[config.mk]
export PLATFORM = sky130hd
export DESIGN_NAME = taxi_status_led_ctrl
export DESIGN_NICKNAME = d
export VERILOG_FILES = /design/src/rtl/taxi_status_led_ctrl.sv
export SDC_FILE = /design/constraint.sdc
export NUM_CORES = 1
export LEC_CHECK = 0
export ABC_AREA = 1
export CAP_MARGIN = 15
export CORE_MARGIN = 3
export CORE_UTILIZATION = 55
export CTS_BUF_LIST = sky130_fd_sc_hd__clkbuf_2 sky130_fd_sc_hd__clkbuf_4 sky130_fd_sc_hd__clkbuf_8
export DETAILED_ROUTE_END_ITERATION = 6
export PLACE_DENSITY = 0.74
export RECOVER_POWER = 25
export SYNTH_ARGS = -nofsm -noshare
export SYNTH_HDL_FRONTEND = slang
export SYNTH_SLANG_ARGS = --single-unit
[constraint.sdc]
create_clock -name clk -period 2.12 [get_ports clk]
set_input_delay 0.318 -clock clk [delete_from_list [all_inputs] [get_ports clk]]
set_output_delay 0.318 -clock clk [all_outputs]
set_load 0.01 [all_outputs]
[src/rtl/taxi_status_led_ctrl.sv]
// taxi_status_led_ctrl
// Multi-channel board status LED controller. Each channel selects at run time
// between off, on, a shared synchronous blink, link level, link with an
// activity flash, or a stretched activity pulse. All inputs are synchronous
// to clk. Every output is registered.
//
// Ports
//   clk    : clock
//   rst_n  : asynchronous active-low reset (synchronous release expected)
//   mode   : per-channel mode, 0 OFF, 1 ON, 2 BLINK, 3 LINK, 4 LINK_ACT,
//            5 STRETCH, 6/7 reserved (treated as OFF)
//   link   : per-channel link-up level
//   act    : per-channel activity strobe, any high cycle is one event
//   tick   : one-cycle time-base pulse every CLK_FREQ_HZ/TICK_HZ cycles
//   led    : LED pin drive, lit level is !ACT_LOW
module taxi_status_led_ctrl #(
  parameter int CNT         = 4,
  parameter int CLK_FREQ_HZ = 125000000,
  parameter int TICK_HZ     = 1000,
  parameter int BLINK_TICKS = 500,
  parameter int ACT_TICKS   = 50,
  parameter bit ACT_LOW     = 1'b1
) (
  input  logic                clk,
  input  logic                rst_n,
  input  logic [CNT-1:0][2:0] mode,
  input  logic [CNT-1:0]      link,
  input  logic [CNT-1:0]      act,
  output logic                tick,
  output logic [CNT-1:0]      led
);

  localparam int DIV = CLK_FREQ_HZ / TICK_HZ;
  localparam int PW  = $clog2(DIV);
  localparam int BW  = $clog2(BLINK_TICKS + 1);
  localparam int CW  = $clog2(ACT_TICKS + 1);

  localparam logic [PW-1:0] PRE_RELOAD = PW'(DIV - 1);
  localparam logic [PW-1:0] PRE_ONE    = PW'(1);
  localparam logic [BW-1:0] BLINK_LAST = BW'(BLINK_TICKS - 1);
  localparam logic [CW-1:0] ACT_LOAD   = CW'(ACT_TICKS);

  typedef enum logic [2:0] {
    M_OFF      = 3'd0,
    M_ON       = 3'd1,
    M_BLINK    = 3'd2,
    M_LINK     = 3'd3,
    M_LINK_ACT = 3'd4,
    M_STRETCH  = 3'd5
  } mode_t;

  typedef enum logic [1:0] {
    S_IDLE,
    S_DARK,
    S_LIT
  } state_t;

  logic [PW-1:0]      pre_cnt;
  logic               tick_now;
  logic [BW-1:0]      blink_cnt;
  logic               blink_phase;
  logic [CNT-1:0][2:0] mode_q;
  logic [CNT-1:0]     mode_chg;
  state_t             st  [CNT];
  logic [CW-1:0]      cnt [CNT];
  logic [CNT-1:0]     lit;
  state_t             eff;

  // tick_now marks the edge on which the registered tick output rises, so
  // the blink counter and channel FSMs advance on the same edge as tick.
  always_comb begin
    tick_now = (pre_cnt == PRE_ONE);
  end

  // Prescaler: starts at 0, reloads DIV-1 on the first edge, so the first
  // tick lands DIV cycles after reset release.
  always_ff @(posedge clk or negedge rst_n) begin
    if (!rst_n) begin
      pre_cnt <= '0;
      tick    <= 1'b0;
    end else begin
      if (pre_cnt == '0) begin
        pre_cnt <= PRE_RELOAD;
      end else begin
        pre_cnt <= pre_cnt - 1'b1;
      end
      tick <= tick_now;
    end
  end

  // Shared blink time base, common to every BLINK channel.
  always_ff @(posedge clk or negedge rst_n) begin
    if (!rst_n) begin
      blink_cnt   <= '0;
      blink_phase <= 1'b0;
    end else if (tick_now) begin
      if (blink_cnt == BLINK_LAST) begin
        blink_cnt   <= '0;
        blink_phase <= ~blink_phase;
      end else begin
        blink_cnt <= blink_cnt + 1'b1;
      end
    end
  end

  always_comb begin
    mode_chg = '0;
    for (int unsigned i = 0; i < CNT; i++) begin
      mode_chg[i] = (mode[i] != mode_q[i]);
    end
  end

  // Lit level. On a mode-change cycle the FSM is treated as IDLE so a stale
  // state from the previous mode never shows on the pin.
  always_comb begin
    lit = '0;
    eff = S_IDLE;
    for (int unsigned i = 0; i < CNT; i++) begin
      eff = mode_chg[i] ? S_IDLE : st[i];
      case (mode[i])
        M_ON:       lit[i] = 1'b1;
        M_BLINK:    lit[i] = blink_phase;
        M_LINK:     lit[i] = link[i];
        M_LINK_ACT: lit[i] = link[i] && (eff == S_IDLE || eff == S_LIT);
        M_STRETCH:  lit[i] = (eff == S_LIT);
        default:    lit[i] = 1'b0;
      endcase
    end
  end

  // Per-channel FSMs and registered LED drive. A phase ends on the tick
  // after cnt has reached 0, giving ACT_TICKS..ACT_TICKS+1 tick periods.
  always_ff @(posedge clk or negedge rst_n) begin
    if (!rst_n) begin
      mode_q <= '0;
      led    <= {CNT{ACT_LOW}};
      for (int unsigned i = 0; i < CNT; i++) begin
        st[i]  <= S_IDLE;
        cnt[i] <= '0;
      end
    end else begin
      mode_q <= mode;
      led    <= lit ^ {CNT{ACT_LOW}};
      for (int unsigned i = 0; i < CNT; i++) begin
        if (mode_chg[i]) begin
          st[i]  <= S_IDLE;
          cnt[i] <= '0;
        end else begin
          case (mode[i])
            M_LINK_ACT: begin
              if (!link[i]) begin
                st[i]  <= S_IDLE;
                cnt[i] <= '0;
              end else begin
                case (st[i])
                  S_IDLE: begin
                    if (act[i]) begin
                      st[i]  <= S_DARK;
                      cnt[i] <= ACT_LOAD;
                    end
                  end
                  S_DARK: begin
                    if (tick_now) begin
                      if (cnt[i] == '0) begin
                        st[i]  <= S_LIT;
                        cnt[i] <= ACT_LOAD;
                      end else begin
                        cnt[i] <= cnt[i] - 1'b1;
                      end
                    end
                  end
                  S_LIT: begin
                    if (tick_now) begin
                      if (cnt[i] == '0) begin
                        st[i] <= S_IDLE;
                      end else begin
                        cnt[i] <= cnt[i] - 1'b1;
                      end
                    end
                  end
                  default: begin
                    st[i]  <= S_IDLE;
                    cnt[i] <= '0;
                  end
                endcase
              end
            end
            M_STRETCH: begin
              // Retrigger reload wins over both decrement and expiry.
              if (act[i]) begin
                st[i]  <= S_LIT;
                cnt[i] <= ACT_LOAD;
              end else if (st[i] == S_LIT) begin
                if (tick_now) begin
                  if (cnt[i] == '0) begin
                    st[i] <= S_IDLE;
                  end else begin
                    cnt[i] <= cnt[i] - 1'b1;
                  end
                end
              end else begin
                st[i]  <= S_IDLE;
                cnt[i] <= '0;
              end
            end
            default: begin
              st[i]  <= S_IDLE;
              cnt[i] <= '0;
            end
          endcase
        end
      end
    end
  end

endmodule

==> impl_metrics.json <==
{
  "place.gp.congestion": 0.919,
  "setup_slack_ns": 0.201,
  "synthesis.area_mm2": 0.00539,
  "nets": 892,
  "ir_drop_mv": 0.309,
  "insertion_delay_ns": 0.35,
  "finalWirelength_um": 13300,
  "outcome": "complete, no violations",
  "grt_pass1_wl_um": 23200,
  "synthCells": 779,
  "synthTopCellsByCount": "nand2_1, inv_1, nand3_1",
  "path_clk_slew_ns": 0.08,
  "drive_gt1_share_pct": 10.7,
  "synth_compound_area_share_pct": 10.9,
  "cts_buffer_depth": 2,
  "required_ns": 2.39,
  "post-synth-top-count-cell": "nand2_1",
  "die_area_mm2": 0.0110,
  "placed_cell_area_mm2": 0.00602,
  "synth_top_family_by_area": "simple AND/OR/NAND/NOR gates",
  "drtPass1Iterations": 7,
  "io_pins": 27,
  "fin_crit_ns": 1.92,
  "die_x_um": 105,
  "synth_area_leaders": "dfrtp_1, nand2_1, nand3_1",
  "startpoint_type": "flip-flop",
  "finalNonFillerCells": 986,
  "rsz0062_at_grt": "false",
  "critPathSlowestCell": "dfrtp_1",
  "crit_chain": "nor2_1 -> nand2_2 -> nor2_8 -> nand2_4 -> buf_4 -> nand2_1 -> nand2_4 -> nor2_8 -> nand2_1 -> o21ai_0",
  "setup.worst_path.class": "flip-flop to flip-flop",
  "worst-path-max-fanout": 10,
  "arrival_ns": 2.19,
  "antenna_found_initial": 0,
  "synth_nets": 819,
  "hp-class": "flip-flop to flip-flop",
  "cpPeakStageDelay_ns": 0.42,
  "synth_simple_gate_area_share_pct": 37.4,
  "num_antenna_cells": 0,
  "syn2layout_area_growth_pct": 17.5,
  "drt_iter0_drc": 251,
  "grt.total_usage_pct": 25.1,
  "end_kind": "flip-flop",
  "async_reset_ff_share_pct": 100,
  "slew_viol_final": 0,
  "synthMuxAreaShare_pct": 0,
  "dpl.hpwl_um": 9860,
  "drc_errors": 0,
  "grt_overflow_total": 0,
  "core_area_mm2": 0.00937,
  "max_freq_ghz": 0.521,
  "yosysUniqueCellTypes": 45,
  "synth-xor-area-share_pct": 3.74,
  "synth.ff_latch_count": 76,
  "dp_cells": 964,
  "stdcell_area_mm2": 0.00633,
  "hold_viol": 0,
  "p_total_mw": 3.20,
  "vias": 5436,
  "cts_sinks": 76,
  "std_cell_rows": 35,
  "reg2reg_slack_ns": 0.20,
  "cp_top_family": "simple AND/OR/NAND/NOR gates",
  "grt_max_degree": 41,
  "cap_violations": 0,
  "root_buffer": "clkbuf_8",
  "grt_pass1_vias": 5305,
  "yosys_warnings": 0,
  "finClkSkew_ns": 0.0108,
  "tritoncts": "done",
  "ant_nets": 0,
  "start_util_pct": 57.5,
  "relSlewSlack_pct": 31.3,
  "synth_fa_ha_area_share_pct": 4.18,
  "die_h_um": 105,
  "wl_per_cell_um": 13.5,
  "critical_path.n_buffers_inverters": 1,
  "p_leak_nw": 3.11,
  "port_buffers": 26,
  "fin_tns_setup_ns": 0,
  "ys.flop_type": "dfrtp_1",
  "setup_viol": 0,
  "powerDensity_mw_per_mm2": 505,
  "syn_avg_cell_area_um2": 6.92,
  "h-tree-depth": 3,
  "cts_inserted_buffers": 9,
  "vias_per_cell": 5.51,
  "final.period_utilization_pct": 90.5,
  "synth.yosys.seq_area_share_pct": 35.4,
  "synth-edff-count": 0,
  "worst_pin_slew_ns": 1.03,
  "yosys.area.top_type": "dfrtp_1",
  "yosys.area.top_type_share_pct": 33.4,
  "pre_cts_ws_ns": 0.00551
}
stage by stage:
stage | utilization [%] | hold WS (ns)
floorplan | - | 0.0224
global placement | 64.3 | 0.333
detailed placement | 64.3 | 0.335
CTS | 67.1 | 0.464
global route | 67.6 | 0.526
finish | 67.6 | 0.490
tightest hold or removal path: cells and delay by family, from the launching register on:
kind / cells / cell delay, ns
AOI/OAI and AO/OA: 1 / 0.05
DFF: 1 / 0.35
and+or+nand+nor: 1 / 0.06
cells by family after synthesis:
group                      Yosys count
xor gates and xnor gates            23
AOI/OAI and AO/OA                  106
adders and majority gates           18
buffers and inverters              109
DFF                                 76
and+or+nand+nor                    447
final cells by class:
cell class,count,area [um2]
multi-input cells,594,3040
fillers,843,3040
flip-flops and latches,76,1910
repair buffers,69,581
inverters,102,388
well taps,129,161
clock buffers,12,159
clock inverters,4,95.1
report_power, final:
part | internal, mW | total [mW] | switching (mW)
Clock | 0.859 | 1.42 | 0.561
Combinational | 0.122 | 0.294 | 0.172
Sequential | 1.47 | 1.48 | 0.0104
Total | 2.45 | 3.20 | 0.743
final timing paths:
kind,from,end,cells past startpoint
hold reg to reg,blink_cnt[6]$_DFFE_PN0N_,blink_cnt[6]$_DFFE_PN0N_,2
hold / removal,blink_cnt[6]$_DFFE_PN0N_,blink_cnt[6]$_DFFE_PN0N_,2
setup reg to reg,pre_cnt[12]$_DFF_PN0_,cnt[20]$_DFFE_PN0P_,10
setup / recovery,pre_cnt[12]$_DFF_PN0_,cnt[20]$_DFFE_PN0P_,10
min in group asynchronous,rst_n,pre_cnt[14]$_DFF_PN0_,2
max in group asynchronous,rst_n,cnt[7]$_DFFE_PN0P_,3
cell usage in the layout (no fill, tap or decap), types with 2 or more instances in the layout:
master and instances:
nand3_1 80, inv_1 97, bufinv_16 3, clkbuf_8 11
o21ai_0 52, a21oi_1 25, nor2_2 2, nor3_1 20
dfstp_2 4, dfrtp_1 72, nor2_8 2, nand2_1 233
ha_1 18, nor2_4 6, a211oi_1 2, a31oi_1 4
nand3_2 2, nor2_1 69, nand4_1 15, clkdlybuf4s50_1 14
nand2_2 5, xor2_1 10, o21ai_1 6, o211ai_1 7
nand2_4 2, nor3_2 3, and2_1 3, dlygate4sd3_1 12
o31ai_1 2, inv_2 3, buf_4 40, xnor2_1 13
sequential cells by signal, indices dropped and copies added (netlist names):
register / flops
pre_cnt: 17
st: 8
cnt: 24
mode_q: 12
tick: 1
blink_cnt: 9
blink_phase: 1
led: 4
repair_timing:
item / 4_1_cts / 5_1_grt
resized for setup: 0 / 5
hold buffers: 1 / 0
endpoints found under the setup margin: 0 / 17
buffers inserted: 0 / 5
hold endpoints to repair: 35 / 0
per-layer routing:
metal / vias up / GRT usage [%] / share of wire [%]
li1: 2682 / - / -
met1: 2538 / 32.9 / 45
met2: 182 / 41.6 / 47
met3: 34 / 3.15 / 5.1
met4: 0 / 11.2 / 2.9
met5: - / 0 / 0
Note: power is estimated with default switching activity, not from simulation.
